### src/rtl/clock_divider2_pkg.sv
`default_nettype none
// ============================================================================
// Module      : clock_divider2_pkg
// Description : Shared defaults and a width helper for the clock_divider2
//               timing block (divided clock, servo PWM, enabled-cycle count).
// Revision    : 1.0 - initial release
// ============================================================================
package clock_divider2_pkg;

    localparam int DIV_DEF        = 10;
    localparam int PWM_PERIOD_DEF = 100;
    localparam int PWM_HIGH_DEF   = 15;
    localparam int CNT_WIDTH_DEF  = 32;

    // Bits needed to hold 0..n-1; never less than one bit so that a
    // modulus of 1 or 2 still yields a legal vector.
    function automatic int cnt_width(input longint unsigned n);
        if (n <= 64'd2) begin
            return 1;
        end
        return $clog2(n);
    endfunction

endpackage : clock_divider2_pkg
`default_nettype wire

### src/rtl/mod_counter.sv
`default_nettype none
// ============================================================================
// Module      : mod_counter
// Description : Enabled modulo-MOD up-counter with asynchronous reset.
//   clk   - clock (rising edge)
//   rst   - asynchronous active-high reset, clears count
//   en    - advance enable; count holds while low
//   count - current value, 0..MOD-1 (registered)
//   wrap  - high during the enabled cycle in which count returns to 0
// Revision    : 1.0 - initial release
// ============================================================================
module mod_counter #(
    parameter longint unsigned MOD = 2,
    parameter int              W   = 1
) (
    input  logic         clk,
    input  logic         rst,
    input  logic         en,
    output logic [W-1:0] count,
    output logic         wrap
);

    localparam logic [W-1:0] c_LAST = W'(MOD - 64'd1);

    if (MOD < 64'd1) begin : g_bad_mod
        $error("mod_counter: MOD must be >= 1");
    end
    if (W < 1 || W > 63 || MOD > (64'd1 << W)) begin : g_bad_width
        $error("mod_counter: W too small for MOD");
    end

    logic [W-1:0] r_count;
    logic         w_at_last;

    assign w_at_last = (r_count == c_LAST);

    always_ff @(posedge clk or posedge rst) begin
        if (rst) begin
            r_count <= '0;
        end else if (en) begin
            if (w_at_last) begin
                r_count <= '0;
            end else begin
                r_count <= r_count + W'(1);
            end
        end
    end

    assign count = r_count;
    assign wrap  = en & w_at_last;

endmodule : mod_counter
`default_nettype wire

### src/rtl/clock_divider2.sv
`default_nettype none
// ============================================================================
// Module      : clock_divider2
// Description : From one input clock produce a 50%-duty divided clock, a
//               fixed-width servo PWM pulse train and an enabled-cycle count.
//   in_clkt   - sole clock, all state changes on its rising edge
//   resett    - asynchronous active-high reset
//   enablet   - count enable; all state freezes while low
//   out_clkt  - divided clock (DIV enabled edges per period), registered
//   servo_pwm - high PWM_HIGH of every PWM_PERIOD enabled edges, registered
//   n_clkst   - enabled edges since reset, modulo 2^CNT_WIDTH, registered
// out_clkt is a plain flop output meant as data/enable downstream, not as
// a clock.
// Revision    : 1.0 - initial release
// ============================================================================
module clock_divider2
    import clock_divider2_pkg::*;
#(
    parameter int DIV        = DIV_DEF,
    parameter int PWM_PERIOD = PWM_PERIOD_DEF,
    parameter int PWM_HIGH   = PWM_HIGH_DEF,
    parameter int CNT_WIDTH  = CNT_WIDTH_DEF
) (
    input  logic                 in_clkt,
    input  logic                 resett,
    input  logic                 enablet,
    output logic                 out_clkt,
    output logic                 servo_pwm,
    output logic [CNT_WIDTH-1:0] n_clkst
);

    localparam int              HALF      = DIV / 2;
    localparam int              c_DIV_W   = cnt_width(64'(HALF));
    localparam int              c_PWM_W   = cnt_width(64'(PWM_PERIOD));
    localparam longint unsigned c_CNT_MOD = 64'd1 << CNT_WIDTH;
    // One extra bit so PWM_HIGH == PWM_PERIOD (a power of two) still fits.
    localparam logic [c_PWM_W:0] c_PWM_HIGH = (c_PWM_W + 1)'(PWM_HIGH);

    if (DIV < 2 || (DIV % 2) != 0) begin : g_bad_div
        $error("clock_divider2: DIV must be even and >= 2");
    end
    if (PWM_PERIOD < 1) begin : g_bad_period
        $error("clock_divider2: PWM_PERIOD must be >= 1");
    end
    if (PWM_HIGH < 0 || PWM_HIGH > PWM_PERIOD) begin : g_bad_high
        $error("clock_divider2: PWM_HIGH must be within 0..PWM_PERIOD");
    end
    if (CNT_WIDTH < 1 || CNT_WIDTH > 63) begin : g_bad_cnt_width
        $error("clock_divider2: CNT_WIDTH must be within 1..63");
    end

    logic [c_DIV_W-1:0]   w_div_cnt_unused;
    logic                 w_div_wrap;
    logic [c_PWM_W-1:0]   w_pwm_cnt;
    logic                 w_pwm_wrap_unused;
    logic                 w_cnt_wrap_unused;
    logic                 r_out_clk;
    logic                 r_servo;

    // Half-period counter: each wrap is one out_clkt edge.
    mod_counter #(
        .MOD (64'(HALF)),
        .W   (c_DIV_W)
    ) u_div_cnt (
        .clk   (in_clkt),
        .rst   (resett),
        .en    (enablet),
        .count (w_div_cnt_unused),
        .wrap  (w_div_wrap)
    );

    mod_counter #(
        .MOD (64'(PWM_PERIOD)),
        .W   (c_PWM_W)
    ) u_pwm_cnt (
        .clk   (in_clkt),
        .rst   (resett),
        .en    (enablet),
        .count (w_pwm_cnt),
        .wrap  (w_pwm_wrap_unused)
    );

    // Free-running modulo 2^CNT_WIDTH; wrap-around is silent.
    mod_counter #(
        .MOD (c_CNT_MOD),
        .W   (CNT_WIDTH)
    ) u_edge_cnt (
        .clk   (in_clkt),
        .rst   (resett),
        .en    (enablet),
        .count (n_clkst),
        .wrap  (w_cnt_wrap_unused)
    );

    always_ff @(posedge in_clkt or posedge resett) begin
        if (resett) begin
            r_out_clk <= 1'b0;
        end else if (w_div_wrap) begin
            r_out_clk <= ~r_out_clk;
        end
    end

    // Compare the pre-increment count so the pulse covers enabled edges
    // 1..PWM_HIGH of each period.
    always_ff @(posedge in_clkt or posedge resett) begin
        if (resett) begin
            r_servo <= 1'b0;
        end else if (enablet) begin
            r_servo <= ({1'b0, w_pwm_cnt} < c_PWM_HIGH);
        end
    end

    assign out_clkt  = r_out_clk;
    assign servo_pwm = r_servo;

endmodule : clock_divider2
`default_nettype wire

### config.mk
export PLATFORM = sky130hd
export DESIGN_NAME = clock_divider2
export DESIGN_NICKNAME = d
export VERILOG_FILES = /design/src/rtl/clock_divider2_pkg.sv /design/src/rtl/mod_counter.sv /design/src/rtl/clock_divider2.sv
export SDC_FILE = /design/constraint.sdc
export NUM_CORES = 1
export LEC_CHECK = 0
export CAP_MARGIN = 20
export CELL_PAD_IN_SITES_DETAIL_PLACEMENT = 2
export CELL_PAD_IN_SITES_GLOBAL_PLACEMENT = 2
export CORE_MARGIN = 4
export CORE_UTILIZATION = 30
export DETAILED_ROUTE_END_ITERATION = 10
export PLACE_DENSITY = 0.73
export SYNTH_ARGS = -nofsm -noshare
export SYNTH_HDL_FRONTEND = slang
export SYNTH_SLANG_ARGS = --single-unit
### constraint.sdc
create_clock -name in_clkt -period 1.9 [get_ports in_clkt]
set_input_delay 0.285 -clock in_clkt [delete_from_list [all_inputs] [get_ports in_clkt]]
set_output_delay 0.285 -clock in_clkt [all_outputs]
set_load 0.005 [all_outputs]
=== Word-level counts from Yosys, hierarchy flattened ===
Cells that the tools add are included.

* Bits in registers: 44
* Output and inout bits: 34
* Word-level logic and storage cells: 17

* Add/subtract/negate cells: 3
* Magnitude comparators: 1
* Equality and inequality tests: 3
* Multiplexer cells: 3
* Bitwise operators: 2

{| class="wikitable"
|+ Operators by type and width
! operator !! count
|-
| 32-bit by 1-bit adder with 32-bit output, second input constant || 1
|-
| 32-bit == test, second input constant || 1
|-
| 32-bit 2-to-1 mux || 1
|-
| 7-bit by 1-bit adder with 7-bit output, second input constant || 1
|-
| 7-bit == test, second input constant || 1
|-
| 7-bit by 4-bit less-than comparator with 1-bit output, second input constant || 1
|-
| 7-bit 2-to-1 mux || 1
|-
| 3-bit by 1-bit adder with 3-bit output, second input constant || 1
|-
| 3-bit == test, second input constant || 1
|-
| 3-bit 2-to-1 mux || 1
|-
| 1-bit bitwise AND || 1
|-
| 1-bit inverter || 1
|}

=== Longest topological paths before layout ===
Gate-level depths: netlist of run 1.

* Depth in word-level cells: 2
* Depth in mapped cells: 7

=== Cells and area by module ===
A second synthesis of run 1 with hierarchy kept.

* Cell total of the unflattened synthesis: 228
* Area, all modules: 2314.7 um2

{| class="wikitable"
|+ By module, submodules not included
! module !! instances !! cells each !! area an instance (um2) !! seq. area each (um2)
|-
| mod_counter at u_edge_cnt || 1 || 166 || 1661.6 || 800.8
|-
| mod_counter at u_pwm_cnt || 1 || 36 || 387.9 || 175.2
|-
| mod_counter at u_div_cnt || 1 || 18 || 171.4 || 75.1
|-
| clock_divider2 || 1 || 8 || 93.8 || 50.0
|}

=== Worst setup path before layout of run 1 ===
OpenSTA, ideal clock, no wires.

* Kind: register to register
* From: register u_edge_cnt.r_count[0] (netlist: u_edge_cnt.count[0])
* To: register u_edge_cnt.r_count[17] (netlist: u_edge_cnt.count[17])
* Setup time: 0.130 ns
* Data arrival time: 1.746 ns
* Slack: 0.024 ns
* Cell stages (with the launch flop): 8
* Buffers on the path: 2
* Clock period less this slack: 1.876 ns
* Cell sequence: dfrtp_1 -> ha_1 -> nand3_1 -> or3_1 -> clkbuf_1 -> nor3_4 -> buf_4 -> a21oi_1

* Cells in the longest elaborated chain, start to end: 2
* Elaborated cells between the ends (all ways): 3
* Classes of those cells: add/sub (1); eq/ne (1); mux (1)

{| class="wikitable"
|+ Ends and longest elaborated chain
! element !! line !! text
|-
| start: declaration || mod_counter.sv:32 || <nowiki>logic [W-1:0] r_count;</nowiki>
|-
| start signal: assignment || mod_counter.sv:44 || <nowiki>r_count <= r_count + W'(1);</nowiki>
|-
| 32-bit by 1-bit adder with 32-bit output or 32-bit == test (tied branches) || mod_counter.sv:44, mod_counter.sv:35 ||
|-
| 32-bit 2-to-1 mux (*) || mod_counter.sv:41 || <nowiki>if (w_at_last) begin</nowiki>
|}

Mark *: on every way between the ends. The rest lies on a longest branch, timed or not.
A chain may end at the register's enable or synchronous reset.

=== Worst setup path in the final report of run 1 ===
* From: register u_edge_cnt.r_count[1] (netlist: u_edge_cnt.count[1])
* To: register u_edge_cnt.r_count[17] (netlist: u_edge_cnt.count[17])

The elaborated chain is that of the path after synthesis.

==> results by group, run 1 <==
Outcome
  • Outcome: finished clean

Floorplanning
  • Core area: around 6900 um2
  • Height of the chip: just over 90 um
  • Die area: ~8700 um2
  • Row cnt: 30
  • Top Ports: 37
  • Initial Util: 31.6%
  • Chip Width: a little over 90 um

CTS
  • Cts hold-fix bufs: 0
  • Max Root-Sink Buffers: 2
  • CTS tree: yes
  • Htree depth: 2
  • Reg clk slew, reported paths: around 90 ps
  • Clk_lat worst skew: around 300 ps
  • # clock sinks: between 40 and 50
  • CTS root buffer: clkbuf_8
  • CTS Buf Count: 5

STA
  • Final setup viols: 0
  • Unrepaired setup endpoints after global routing: no
  • Hold Vio Cnt, Final: 0
  • Slew margin rel.: approximately 76%
  • Tcrit/Tclk final: 95.6%
  • Layout Skew: around 11 ps
  • Worst Tran Pin Value: about 360 ps
  • Max Fclk: ~550 MHz
  • Crit path time final: ~1800 ps
  • Slew Limit Fails: 0

Flow run
  • Max Cap Violations: 0

Placed design
  • I/O Buffers: 36
  • Routability congestion estimate: ~0.72
  • Dpl cells: approximately 370
  • DP Area: about 2800 um2
  • Dpl hpwl: around 4500 um

Worst setup path
  • Buf+Inv Stages, Crit Path: 1
  • R2r worst-path depth: 5
  • Data arrival, critical path: 2040 ps
  • Crit path largest cell delay: between 500 and 600 ps
  • Crit end category: register
  • Worst reg2reg startpoint: u_edge_cnt.count[1]
  • Critical Path Stages: 5
  • Crit-path max FO: 8
  • Cell family with most CP delay: simple AND/OR/NAND/NOR gates
  • Crit path kind: register to register
  • Reg2reg setup slack: ~84 ps
  • Worst R2R End: u_edge_cnt.count[17]
  • Cells along the critical path: buf_4 -> nand4_2 -> or3_4 -> or4_1 -> a21oi_2
  • Worst setup SP type: register
  • Worst path required time: 2130 ps
  • Slowest cell on crit path: or4_1

Final layout
  • Total Nets Final: between 200 and 300
  • Most frequent cells in the layout: dfrtp_1, clkdlybuf4s50_1, buf_4
  • # diodes: 0
  • Share of cells above drive strength 1: between 10% and 20%
  • Finished Cell Area: between 2000 and 3000 um2
  • Filler Cells Inserted: ~780
  • Post-Layout Cell Count: about 370
  • Leading cell type in the layout, fill and taps excluded: dfrtp_1
  • Area growth syn-to-layout: 33.6%

Route
  • Drc violations: 0
  • Vias per inst: roughly 5
  • DR iter-0 viols: 54
  • Post-DRT Antenna Nets: 0
  • Drt total wl: between 6000 and 7000 um
  • WL/cell: 16.6 um
  • Drt first pass iters: 4
  • Vias: 1,877

Synth
  • Yosys warnings: 0
  • Sequential area share after synthesis: between 50 and 60%
  • Primary FF master, synth: dfrtp_1
  • Syn Nets: 225
  • Average size of a mapped cell: ~10 um2
  • Async SR Flop Fraction: 100%
  • Yosys cell types: 33
  • #FFs+latches synth: 44
  • Post-synthesis cell count: 218
  • Number of synthesized flops with an enable pin: 0
  • Post-synthesis cell area: around 2200 um2

Global routing
  • Vias in the first global route: between 2,000 and 2,500
  • Grt total ovfl: 0
  • Largest net degree at the start of global routing: 45
  • Initial antenna violation count: 0
  • First-pass GRT wire length: roughly 11,000 um
  • Gr usage total: 15.4%

Power and ir drop
  • Leakage: 0.00123 uW
  • Peak VDD IR: between 0.5 and 0.6 mV
  • Pwr per Cell Area: 946 nW/um2

Hold path
  • HP Class: input port to async pin
[stage by stage]
step | setup TNS, ps | power [uW] | utilization (%) | hold slack (ps) | worst slack [ps]
global route | 0 | 3010 | 42.2 | 357 | 2.27
finish | 0 | 2770 | 42.2 | 333 | 83.7
CTS | 0 | 2820 | 41.9 | 347 | 73.0
detailed placement | -3500 | 2180 | 40.5 | 474 | -253
global placement | -2530 | 2140 | 40.5 | 472 | -160
floorplan | 0 | 1740 | - | 469 | 24.4
[cell usage after synthesis (4+ instances only)]
master / number / area (um2)
nand3_1: 15 / 75.1
a21oi_1: 11 / 55.1
and4_1: 8 / 70.1
nand4_1: 7 / 43.8
dfrtp_1: 44 / 1100
nor2_1: 18 / 67.6
nor3_1: 8 / 40.0
o21ai_0: 10 / 50.1
ha_1: 4 / 50.1
a31oi_1: 4 / 25.0
or3_1: 5 / 31.3
and3_1: 5 / 31.3
inv_1: 8 / 30.0
xor2_1: 8 / 70.1
xnor2_1: 19 / 166
nand2_1: 18 / 67.6
[per-layer routing]
layer | wire length, um | track usage [%] | share of wire [%]
met5 | 0 | 0 | 0
met1 | 2820 | 20.0 | 45
met2 | 3130 | 26.4 | 50
met3 | 194 | 3.22 | 3.1
met4 | 58 | 3.30 | 0.94
[what timing repair did]
| item | in CTS | in global routing |
|---|---|---|
| endpoints found under the setup margin | 1 | 3 |
| gates resized for setup | 1 | 5 |
| buffers inserted | 0 | 0 |
[final cells by class]
class / instances / area (um2) / area share, %
inverters: 8 / 30.0 / 1.03
flip-flops and latches: 44 / 1100 / 37.6
multi-input cells: 159 / 1050 / 35.8
well taps: 96 / 120 / 4.10
clock buffers: 8 / 90.1 / 3.08
repair buffers: 58 / 538 / 18.4
[logic make-up (layout without fill, tap and decap cells)]
logic type,after synthesis,count (layout),share of synthesized area (%)
adders and majority gates,4,4,2.28
xor gates and xnor gates,27,27,10.8
AOI/OAI and AO/OA,29,29,7.25
muxes,3,3,1.43
and+or+nand+nor,96,96,25.1
buffers and inverters,15,74,2.97
DFF,44,44,50.2
[worst reg2reg max path: stages, from the launching register on]
cell and delay, ps:
dfrtp_1 370, buf_4 140, nand4_2 120, or3_4 420
or4_1 550, a21oi_2 150
[worst max-delay path by stage]
stage                                       to                 from  slack (ps)
after CTS                 u_edge_cnt.count[21]  u_edge_cnt.count[1]          70
after floorplan           u_edge_cnt.count[17]  u_edge_cnt.count[0]          20
after detailed placement  u_edge_cnt.count[22]              enablet        -250
after global routing      u_edge_cnt.count[17]  u_edge_cnt.count[1]           2
after global placement    u_edge_cnt.count[22]              enablet        -160
final                     u_edge_cnt.count[17]  u_edge_cnt.count[1]          80
[power by group]
| part | switching, uW | internal [uW] | total, uW |
|---|---|---|---|
| Sequential | 216 | 1130 | 1340 |
| Combinational | 347 | 457 | 804 |
| Clock | 323 | 297 | 621 |
[state kept, by name (all words and copies together), names as in the netlist]
signal,cells
u_div_cnt.count,3
servo_pwm,1
u_edge_cnt.count,32
u_pwm_cnt.count,7
out_clkt,1
Note: power is estimated with default switching activity, not from simulation.
==> inputs of run 2 (changes only) <==
--- a/config.mk
+++ b/config.mk
@@ -11,6 +11,7 @@
 export CORE_MARGIN = 4
 export CORE_UTILIZATION = 30
 export DETAILED_ROUTE_END_ITERATION = 10
+export GPL_TIMING_DRIVEN = 1
 export PLACE_DENSITY = 0.73
 export SYNTH_ARGS = -nofsm -noshare
 export SYNTH_HDL_FRONTEND = slang
==> results of run 2 <==
No change in the layout: final DEF, timing and power equal those of run 1.
